### src/rtl/decode_reg_file_sb.sv
// RV32 register-operand decode stage with a per-register pending-write scoreboard.
// Stalls on RAW against in-flight writes and on WAW counter saturation.

module decode_reg_file_sb_cnt #(
  parameter int unsigned CNT_W = 2
) (
  input  logic             clk,
  input  logic             rst_n,
  input  logic             i_inc,
  input  logic             i_dec,
  output logic [CNT_W-1:0] o_cnt,
  output logic             o_err
);
  logic [CNT_W-1:0] r_cnt;

  // A simultaneous inc and dec cancel, so the underflow case needs dec alone.
  always_ff @(posedge clk or negedge rst_n) begin
    if (!rst_n)                                r_cnt <= '0;
    else if (i_inc && !i_dec)                  r_cnt <= r_cnt + 1'b1;
    else if (i_dec && !i_inc && r_cnt != '0)   r_cnt <= r_cnt - 1'b1;
  end

  assign o_cnt = r_cnt;
  assign o_err = i_dec && !i_inc && (r_cnt == '0);
endmodule

module decode_reg_file_sb #(
  parameter int unsigned NUM_REGS = 32,
  parameter int unsigned CNT_W    = 2
) (
  input  logic        clk,
  input  logic        rst_n,
  input  logic        in_valid,
  output logic        in_ready,
  input  logic [31:0] in_instr,
  output logic        out_valid,
  input  logic        out_ready,
  output logic [4:0]  out_rs1,
  output logic [4:0]  out_rs2,
  output logic [4:0]  out_rd,
  output logic        out_rd_we,
  output logic        out_illegal,
  input  logic        wb_valid,
  input  logic [4:0]  wb_rd,
  input  logic        flush,
  output logic        sb_err
);
  localparam int unsigned IDX_W = $clog2(NUM_REGS);
  localparam logic [CNT_W:0] MAX_PEND = (CNT_W+1)'((1 << CNT_W) - 1);

  function automatic logic in_rng(input logic [4:0] idx);
    return 32'(idx) < NUM_REGS;
  endfunction

  logic [6:0] w_op;
  logic [2:0] w_f3;
  logic [4:0] w_rs1, w_rs2, w_rd;
  logic w_lui, w_auipc, w_jal, w_opr, w_store, w_branch, w_system, w_csri;
  logic w_rs1_used, w_rs2_used, w_rd_we, w_illegal;
  logic w_unused;

  assign w_op     = in_instr[6:0];
  assign w_f3     = in_instr[14:12];
  assign w_lui    = (w_op == 7'b0110111);
  assign w_auipc  = (w_op == 7'b0010111);
  assign w_jal    = (w_op == 7'b1101111);
  assign w_opr    = (w_op == 7'b0110011);
  assign w_store  = (w_op == 7'b0100011);
  assign w_branch = (w_op == 7'b1100011);
  assign w_system = (w_op == 7'b1110011);
  assign w_csri   = w_system && w_f3[2] && (w_f3 != 3'd0);

  // CSRxxI reuse the rs1 field as an immediate; LUI has no source at all.
  assign w_rs1      = (w_lui || w_csri) ? 5'd0 : in_instr[19:15];
  assign w_rs2      = in_instr[24:20];
  assign w_rd       = in_instr[11:7];
  assign w_rs1_used = !(w_lui || w_auipc || w_jal || w_csri);
  assign w_rs2_used = w_opr || w_store || w_branch;
  assign w_rd_we    = !(w_store || w_branch || (w_system && w_f3 == 3'd0)) && (w_rd != 5'd0);
  assign w_illegal  = (w_rs1_used && !in_rng(w_rs1)) || (w_rs2_used && !in_rng(w_rs2)) ||
                      (w_rd_we && !in_rng(w_rd));
  assign w_unused   = ^in_instr[31:25];

  logic             r_out_valid, r_out_rd_we, r_out_illegal, r_sb_err;
  logic [4:0]       r_out_rs1, r_out_rs2, r_out_rd;
  logic [NUM_REGS-1:0][CNT_W-1:0] w_cnt;
  logic [NUM_REGS-1:0]            w_err;
  logic [CNT_W-1:0] w_cnt_rs1, w_cnt_rs2, w_cnt_rd;
  logic w_hit_rs1, w_hit_rs2, w_hit_rd, w_busy_rs1, w_busy_rs2, w_rd_full, w_hazard;
  logic w_accept, w_inc, w_dec;

  assign w_cnt_rs1 = in_rng(w_rs1) ? w_cnt[w_rs1[IDX_W-1:0]] : '0;
  assign w_cnt_rs2 = in_rng(w_rs2) ? w_cnt[w_rs2[IDX_W-1:0]] : '0;
  assign w_cnt_rd  = in_rng(w_rd)  ? w_cnt[w_rd[IDX_W-1:0]]  : '0;

  // The held output is not yet counted, so it is treated as one more pending write.
  assign w_hit_rs1  = r_out_valid && r_out_rd_we && (r_out_rd == w_rs1);
  assign w_hit_rs2  = r_out_valid && r_out_rd_we && (r_out_rd == w_rs2);
  assign w_hit_rd   = r_out_valid && r_out_rd_we && (r_out_rd == w_rd);
  assign w_busy_rs1 = (w_rs1 != 5'd0) && ((w_cnt_rs1 != '0) || w_hit_rs1);
  assign w_busy_rs2 = (w_rs2 != 5'd0) && ((w_cnt_rs2 != '0) || w_hit_rs2);
  assign w_rd_full  = ({1'b0, w_cnt_rd} + {{CNT_W{1'b0}}, w_hit_rd}) >= MAX_PEND;
  assign w_hazard   = (w_rs1_used && w_busy_rs1) || (w_rs2_used && w_busy_rs2) ||
                      (w_rd_we && w_rd_full);

  assign in_ready = (!r_out_valid || out_ready) && !w_hazard && !flush;
  assign w_accept = in_valid && in_ready;
  assign w_inc    = r_out_valid && out_ready && r_out_rd_we && !flush;
  assign w_dec    = wb_valid && (wb_rd != 5'd0) && in_rng(wb_rd);

  for (genvar g = 0; g < NUM_REGS; g++) begin : g_cnt
    decode_reg_file_sb_cnt #(.CNT_W(CNT_W)) u_cnt (
      .clk   (clk),
      .rst_n (rst_n),
      .i_inc (w_inc && (r_out_rd == 5'(g))),
      .i_dec (w_dec && (wb_rd == 5'(g))),
      .o_cnt (w_cnt[g]),
      .o_err (w_err[g])
    );
  end

  always_ff @(posedge clk or negedge rst_n) begin
    if (!rst_n) begin
      r_out_valid   <= 1'b0;
      r_out_rs1     <= '0;
      r_out_rs2     <= '0;
      r_out_rd      <= '0;
      r_out_rd_we   <= 1'b0;
      r_out_illegal <= 1'b0;
      r_sb_err      <= 1'b0;
    end else begin
      r_sb_err <= r_sb_err || (|w_err);
      if (w_accept) begin
        r_out_valid   <= 1'b1;
        r_out_rs1     <= w_rs1;
        r_out_rs2     <= w_rs2;
        r_out_rd      <= w_rd;
        r_out_rd_we   <= w_rd_we && !w_illegal;
        r_out_illegal <= w_illegal;
      end else if (flush || out_ready) begin
        r_out_valid <= 1'b0;
      end
    end
  end

  assign out_valid   = r_out_valid;
  assign out_rs1     = r_out_rs1;
  assign out_rs2     = r_out_rs2;
  assign out_rd      = r_out_rd;
  assign out_rd_we   = r_out_rd_we;
  assign out_illegal = r_out_illegal;
  assign sb_err      = r_sb_err;
endmodule

### config.mk
export PLATFORM = sky130hd
export DESIGN_NAME = decode_reg_file_sb
export DESIGN_NICKNAME = d
export VERILOG_FILES = /design/src/rtl/decode_reg_file_sb.sv
export SDC_FILE = /design/constraint.sdc
export NUM_CORES = 1
export LEC_CHECK = 0
export CORE_ASPECT_RATIO = 0.75
export CORE_MARGIN = 2
export CORE_UTILIZATION = 46
export CTS_BUF_LIST = sky130_fd_sc_hd__clkbuf_16
export CTS_CLUSTER_DIAMETER = 100
export DETAILED_ROUTE_END_ITERATION = 6
export PLACE_DENSITY = 0.69
export SETUP_SLACK_MARGIN = 0.15
export SYNTH_ARGS = -nofsm -noshare
export SYNTH_HDL_FRONTEND = slang
export SYNTH_SLANG_ARGS = --single-unit
### constraint.sdc
create_clock -name clk -period 5 [get_ports clk]
set_clock_uncertainty 0.15 [all_clocks]
set_input_delay 0.75 -clock clk [delete_from_list [all_inputs] [get_ports clk]]
set_output_delay 0.75 -clock clk [all_outputs]
set_load 0.02 [all_outputs]
After elaboration in Yosys (flattened, before gate mapping)
Cells that the tools add are included.
Word-level totals
  input port bits: 43
  output and inout port bits: 20
  word-level logic and storage cells: 656
  bits in registers: 82
Operators by class
  reductions and logical operators: 404
  $add $sub $neg: 65
  equality and inequality tests: 72
  $lt $le $gt $ge: 4
  muxes and demuxes: 73
Operator list (count)
  $logic_and 1x1->1: 212
  $eq 5x5->1 const B: 32
  $mux 2: 67
  $reduce_bool 2->1: 67
  $eq 5x4->1 const B: 16
  $logic_not 1->1: 69
  $add 2x1->2 const B: 32
  $logic_not 2->1: 32
  $sub 2x1->2 const B: 32
  $eq 5x3->1 const B: 8
  $reduce_or 32->1: 1
  $bmux 2 s5: 3
  $eq 7x6->1 const B: 3
  $eq 7x7->1 const B: 3
  $eq 5x2->1 const B: 4
  $reduce_bool 5->1: 4
  $lt 5x6->1 const B: 3
  $eq 5x5->1: 3
  $logic_or 1x1->1: 15
  $eq 5x1->1 const B: 2
  $logic_not 5->1: 2
  $eq 7x5->1 const B: 1
  $mux 5: 1
  $add 2x1->3: 1
  4 further kinds: 5

Longest topological paths before layout
  depth after elaboration: 18
  gate-level depth with buffers: 16
  gate-level depth less buffers: 13

Modules after synthesis
A second synthesis with hierarchy kept.
Second synthesis, totals
  cells, all modules: 794
  area, all modules: 6711.4 sq um
Modules (own cells, without submodules)
  decode_reg_file_sb_cnt: area an instance 116.4 sq um, seq. area each 50.0 sq um, instances 32, cells an instance 13
  decode_reg_file_sb: area an instance 2987.9 sq um, seq. area each 450.4 sq um, instances 1, cells an instance 378

Worst setup path before layout
No wires, ideal clock.
  path kind: input-to-output
  from: input in_instr[7]
  to: output in_ready
  slack: 0.210 ns
  arrival: 3.890 ns
  required time: 4.100 ns
  buffers on the path: 2
  stages: 15
  cell sequence: clkbuf_1 -> buf_1 -> mux2i_1 -> o221ai_1 -> a21oi_1 -> nor2_1 -> nand2_1 -> o31ai_1 -> ha_1 -> ha_1 -> a21o_1 -> a221o_1 -> a31oi_2 -> o21ai_0 -> nor2b_1
On the way
  word-level cells in the longest chain between the ends: 9
  elaborated cells between the ends (all ways): 13
  classes of those cells: add/sub (1); order compare (1); eq/ne (1); mux (2); reduce/logical (8)
RTL lines
  start: declaration: RTL line 35  | input logic [31:0] in_instr,
  $bmux 2 s5 / $eq 5x5->1 (equally long branches): RTL line 94, 99
  $mux 2 (implied by the code) / $logic_and 1x1->1 (equally long branches): RTL line 94, 99
  $add 2x1->3: RTL line 102  | assign w_rd_full = ({1'b0, w_cnt_rd} + {{CNT_W{1'b0}}, w_hit_rd}) >= MAX_PEND;
  $ge 3x2->1: RTL line 102
  $logic_and 1x1->1 (*): RTL line 104  | (w_rd_we && w_rd_full);
  $logic_or 1x1->1 (*): RTL line 103  | assign w_hazard = (w_rs1_used && w_busy_rs1) || (w_rs2_used && w_busy_rs2) ||
  $logic_not 1->1 (*): RTL line 106  | assign in_ready = (!r_out_valid || out_ready) && !w_hazard && !flush;
  $logic_and 1x1->1 (*) (2 in series): RTL line 106
  end: declaration: RTL line 34  | output logic in_ready,
Every way passes the cells marked *; elsewhere a longest branch is shown, timed or not. The select of a mux whose other input is x is not followed.

Final worst setup path
Ends and elaborated chain as after synthesis.

==> impl_metrics.env <==
export IMPL_insertedDiodeCount=0
export IMPL_cts_clk_slew_worst_paths_ps=60
export IMPL_synth_distinct_cells=68
export IMPL_critical_path_class="in2out"
export IMPL_fill_cells=1269
export IMPL_power_per_cell_area_nw_per_um2=298
export IMPL_syn_mean_instance_area_um2=8.13
export IMPL_drc=0
export IMPL_endpoint_kind="output port"
export IMPL_synth_seq_cells=82
export IMPL_yosys_top_cells_area="dfrtp_1, nor2_1, a21oi_1, mux4_2, o21ai_0"
export IMPL_synth_simple_area_share=0.214
export IMPL_slew_viol_final=0
export IMPL_post_route_cells_drive_above_1_share=0.120
export IMPL_yosys_area_top_type="dfrtp_1"
export IMPL_ctsRootBufferMaster="clkbuf_16"
export IMPL_synth_compound_area_share=0.280
export IMPL_fin_crit_ps=4710
export IMPL_start_util=0.473
export IMPL_min_delay_start="out_rs1[4]"
export IMPL_critPathLaunchType="primary input"
export IMPL_clkSinkCount=82
export IMPL_clockBufferDepth=2
export IMPL_slowest_stage="clkdlybuf4s50_1"
export IMPL_viasPerCell=6.69
export IMPL_yosys_cell_count_top_type="nor2_1"
export IMPL_synth_mux_area_frac=0.113
export IMPL_finalSetupTns_ps=0
export IMPL_final_nets=884
export IMPL_min_path_cells=1
export IMPL_regArea_um2=2050
export IMPL_fmax_mhz=212
export IMPL_port_buffers=54
export IMPL_crit_required_ps=4100
export IMPL_synth_edf_count=0
export IMPL_tightest_slew_ps=1080
export IMPL_synth_fa_ha_area_frac=0.00385
export IMPL_first_global_vias=6460
export IMPL_netlist_top_cells_count="nor2_1, dfrtp_1, a21oi_1"
export IMPL_vias=6815
export IMPL_routabilityCongestion=0.995
export IMPL_syn_inst=799
export IMPL_detail_route_wl_per_cell_um=22.7
export IMPL_setup_viol=0
export IMPL_synthArstFlopShare=1.00
export IMPL_firstDrtPassIters=5
export IMPL_ir_worst_vdd_mv=0.173
export IMPL_leakagePower_nw=2.97
export IMPL_drt_iter0_drc=641
export IMPL_antenna_found_initial=0
export IMPL_grt_first_pass_wirelength_um=36300
export IMPL_cp_max_fo=4
export IMPL_hold_viol=0
export IMPL_io_pin_count=63
export IMPL_clock_latency_ps=360
export IMPL_die_area_um2=15100
export IMPL_numCtsBuffers=9
export IMPL_relSlewSlack=0.282
export IMPL_dp_cells=1002
export IMPL_antenna_left=0
export IMPL_synth_xor_area_share=0.0189
export IMPL_grt_setup_unrepaired="false"
export IMPL_hold_slack_ps=336
export IMPL_slowest_delay_ps=480
export IMPL_netlist_area_leader_share=0.316
export IMPL_grt_max_degree=83
export IMPL_coreArea_um2=13700
export IMPL_syn_to_final_growth_pct=18.0
export IMPL_overflow=0
export IMPL_synth_top_family_by_area="compound AO/OA/AOI/OAI gates"
export IMPL_synthFlopType="dfrtp_1"
export IMPL_reg2reg_from="g_cnt[31].u_cnt.o_cnt[0]"
export IMPL_rr_worst_depth=13
export IMPL_place_hpwl_um=17800
export IMPL_crit_chain="clkdlybuf4s50_1 > buf_6 > buf_12 > mux2i_2 > o221ai_2 > o22ai_1 > nor2_1 > nand2_1 > o31ai_1 > ha_1 > ha_1 > a21o_1 > a221o_1 > a31oi_4 > o21ai_2 > nor2b_1 > buf_4"
export IMPL_rows=37
export IMPL_crit_top_cell="ha_1"
export IMPL_drt_wl_total_um=23200
export IMPL_yosysWarnings=0
export IMPL_die_h_um=107
export IMPL_ys_seq_area_frac=0.316
export IMPL_min_path_type="reg2reg"
export IMPL_multiInputGateArea_um2=4160
export IMPL_reg2reg_slack_ps=1230
export IMPL_htreeDepth=3
export IMPL_fin_crit_sh=0.943
export IMPL_hold_path_end="out_rs1[4]"
export IMPL_stdcell_count=1019
export IMPL_fp_dieW_um=141
export IMPL_grt_usage=0.314
export IMPL_maxCapViolCount=0
export IMPL_syn_nets=844
export IMPL_post_route_util=0.558
export IMPL_synthesis_area_um2=6500
export IMPL_r2r_end="out_rd_we"
export IMPL_cp_arrival_ps=3810
export IMPL_cts_tree="yes"
export IMPL_status="complete, no violations"
registers in the layout, summed over array words and instances, names as in the netlist:
name               count
g_cnt.u_cnt.o_cnt     64
sb_err                 1
out_rs2                5
out_valid              1
out_rd_we              1
out_rs1                5
out_rd                 5
layout by cell type, fill, tap and decap left out, types with 6 or more instances in the layout:
cell type        count
clkdlybuf4s50_1     51
nand3b_1             9
mux2i_1             18
nand2b_1            10
inv_1               25
nor2b_1              7
a21oi_1             73
xnor2_1              9
and3_1               6
nor2_1             107
nor4_1               9
buf_4               32
o21ai_0             67
mux2_2               9
clkbuf_16            9
o211a_1             18
nand2_1             57
o211ai_1            25
o221ai_1             6
dfrtp_1             82
mux4_2              16
nor3_1              25
a211oi_1            27
o22ai_1              8
nand3_1             38
cells by family after synthesis:
logic type	Yosys count
buf+inv	83
other cells	1
xor+xnor	14
mux	50
compound gates	272
simple gates	295
fa+ha+maj	2
flops	82
worst max-delay path: cells and delay by family:
| family | cells | cell delay (ps) |
|---|---|---|
| buffers and inverters | 4 | 900 |
| muxes | 1 | 240 |
| and+or+nand+nor | 3 | 270 |
| adders and majority gates | 2 | 470 |
| AOI/OAI and AO/OA | 7 | 1190 |
where the power goes:
group | internal [mW] | leakage (nW) | total (mW) | switching [mW]
logic | 0.281 | 1.71 | 0.670 | 0.388
clock network | 0.446 | 0.159 | 0.753 | 0.306
registers | 0.735 | 1.10 | 0.865 | 0.130
total | 1.46 | 2.97 | 2.29 | 0.825
repair_timing:
item / in CTS / in global routing
resized for setup: 10 / 10
setup buffers: 0 / 1
endpoints found under the setup margin: 1 / 1
pin swaps: 0 / 4
hold buffers: 0 / 0
through the flow:
stage | area (µm²) | worst slack, ps | total power [mW]
finish | 7670 | 287 | 2.29
global route | 7670 | 165 | 2.38
CTS | 7620 | 156 | 2.27
detailed placement | 7270 | -407 | 1.51
global placement | 7270 | -382 | 1.49
floorplan | 6500 | 210 | 1.23
how the worst max path moves through the flow:
stage	startpoint	to	slack (ps)	cells after the start
after global placement	in_instr[8]	in_ready	-380	14
after detailed placement	in_instr[7]	in_ready	-410	17
after floorplan	in_instr[7]	in_ready	210	15
after global routing	in_instr[7]	in_ready	170	17
after CTS	in_instr[7]	in_ready	160	17
final	in_instr[7]	in_ready	290	17
routing by layer:
layer	routed length, µm	global-route usage	vias to the layer above	part of all wire
met5	0	0	-	0
met4	481	0.0829	0	0.021
met3	2000	0.0603	46	0.086
met2	10400	0.493	300	0.45
met1	10300	0.445	3395	0.45
li1	-	-	3074	-
cell type report:
type / count / share of cell area
inverters: 25 / 0.0122
flip-flops and latches: 82 / 0.268
repair buffers: 87 / 0.106
clock inverters: 7 / 0.0137
clock buffers: 9 / 0.0294
well taps: 175 / 0.0285
multi-input cells: 634 / 0.542
No activity file was read; power rests on OpenSTA's default activity.
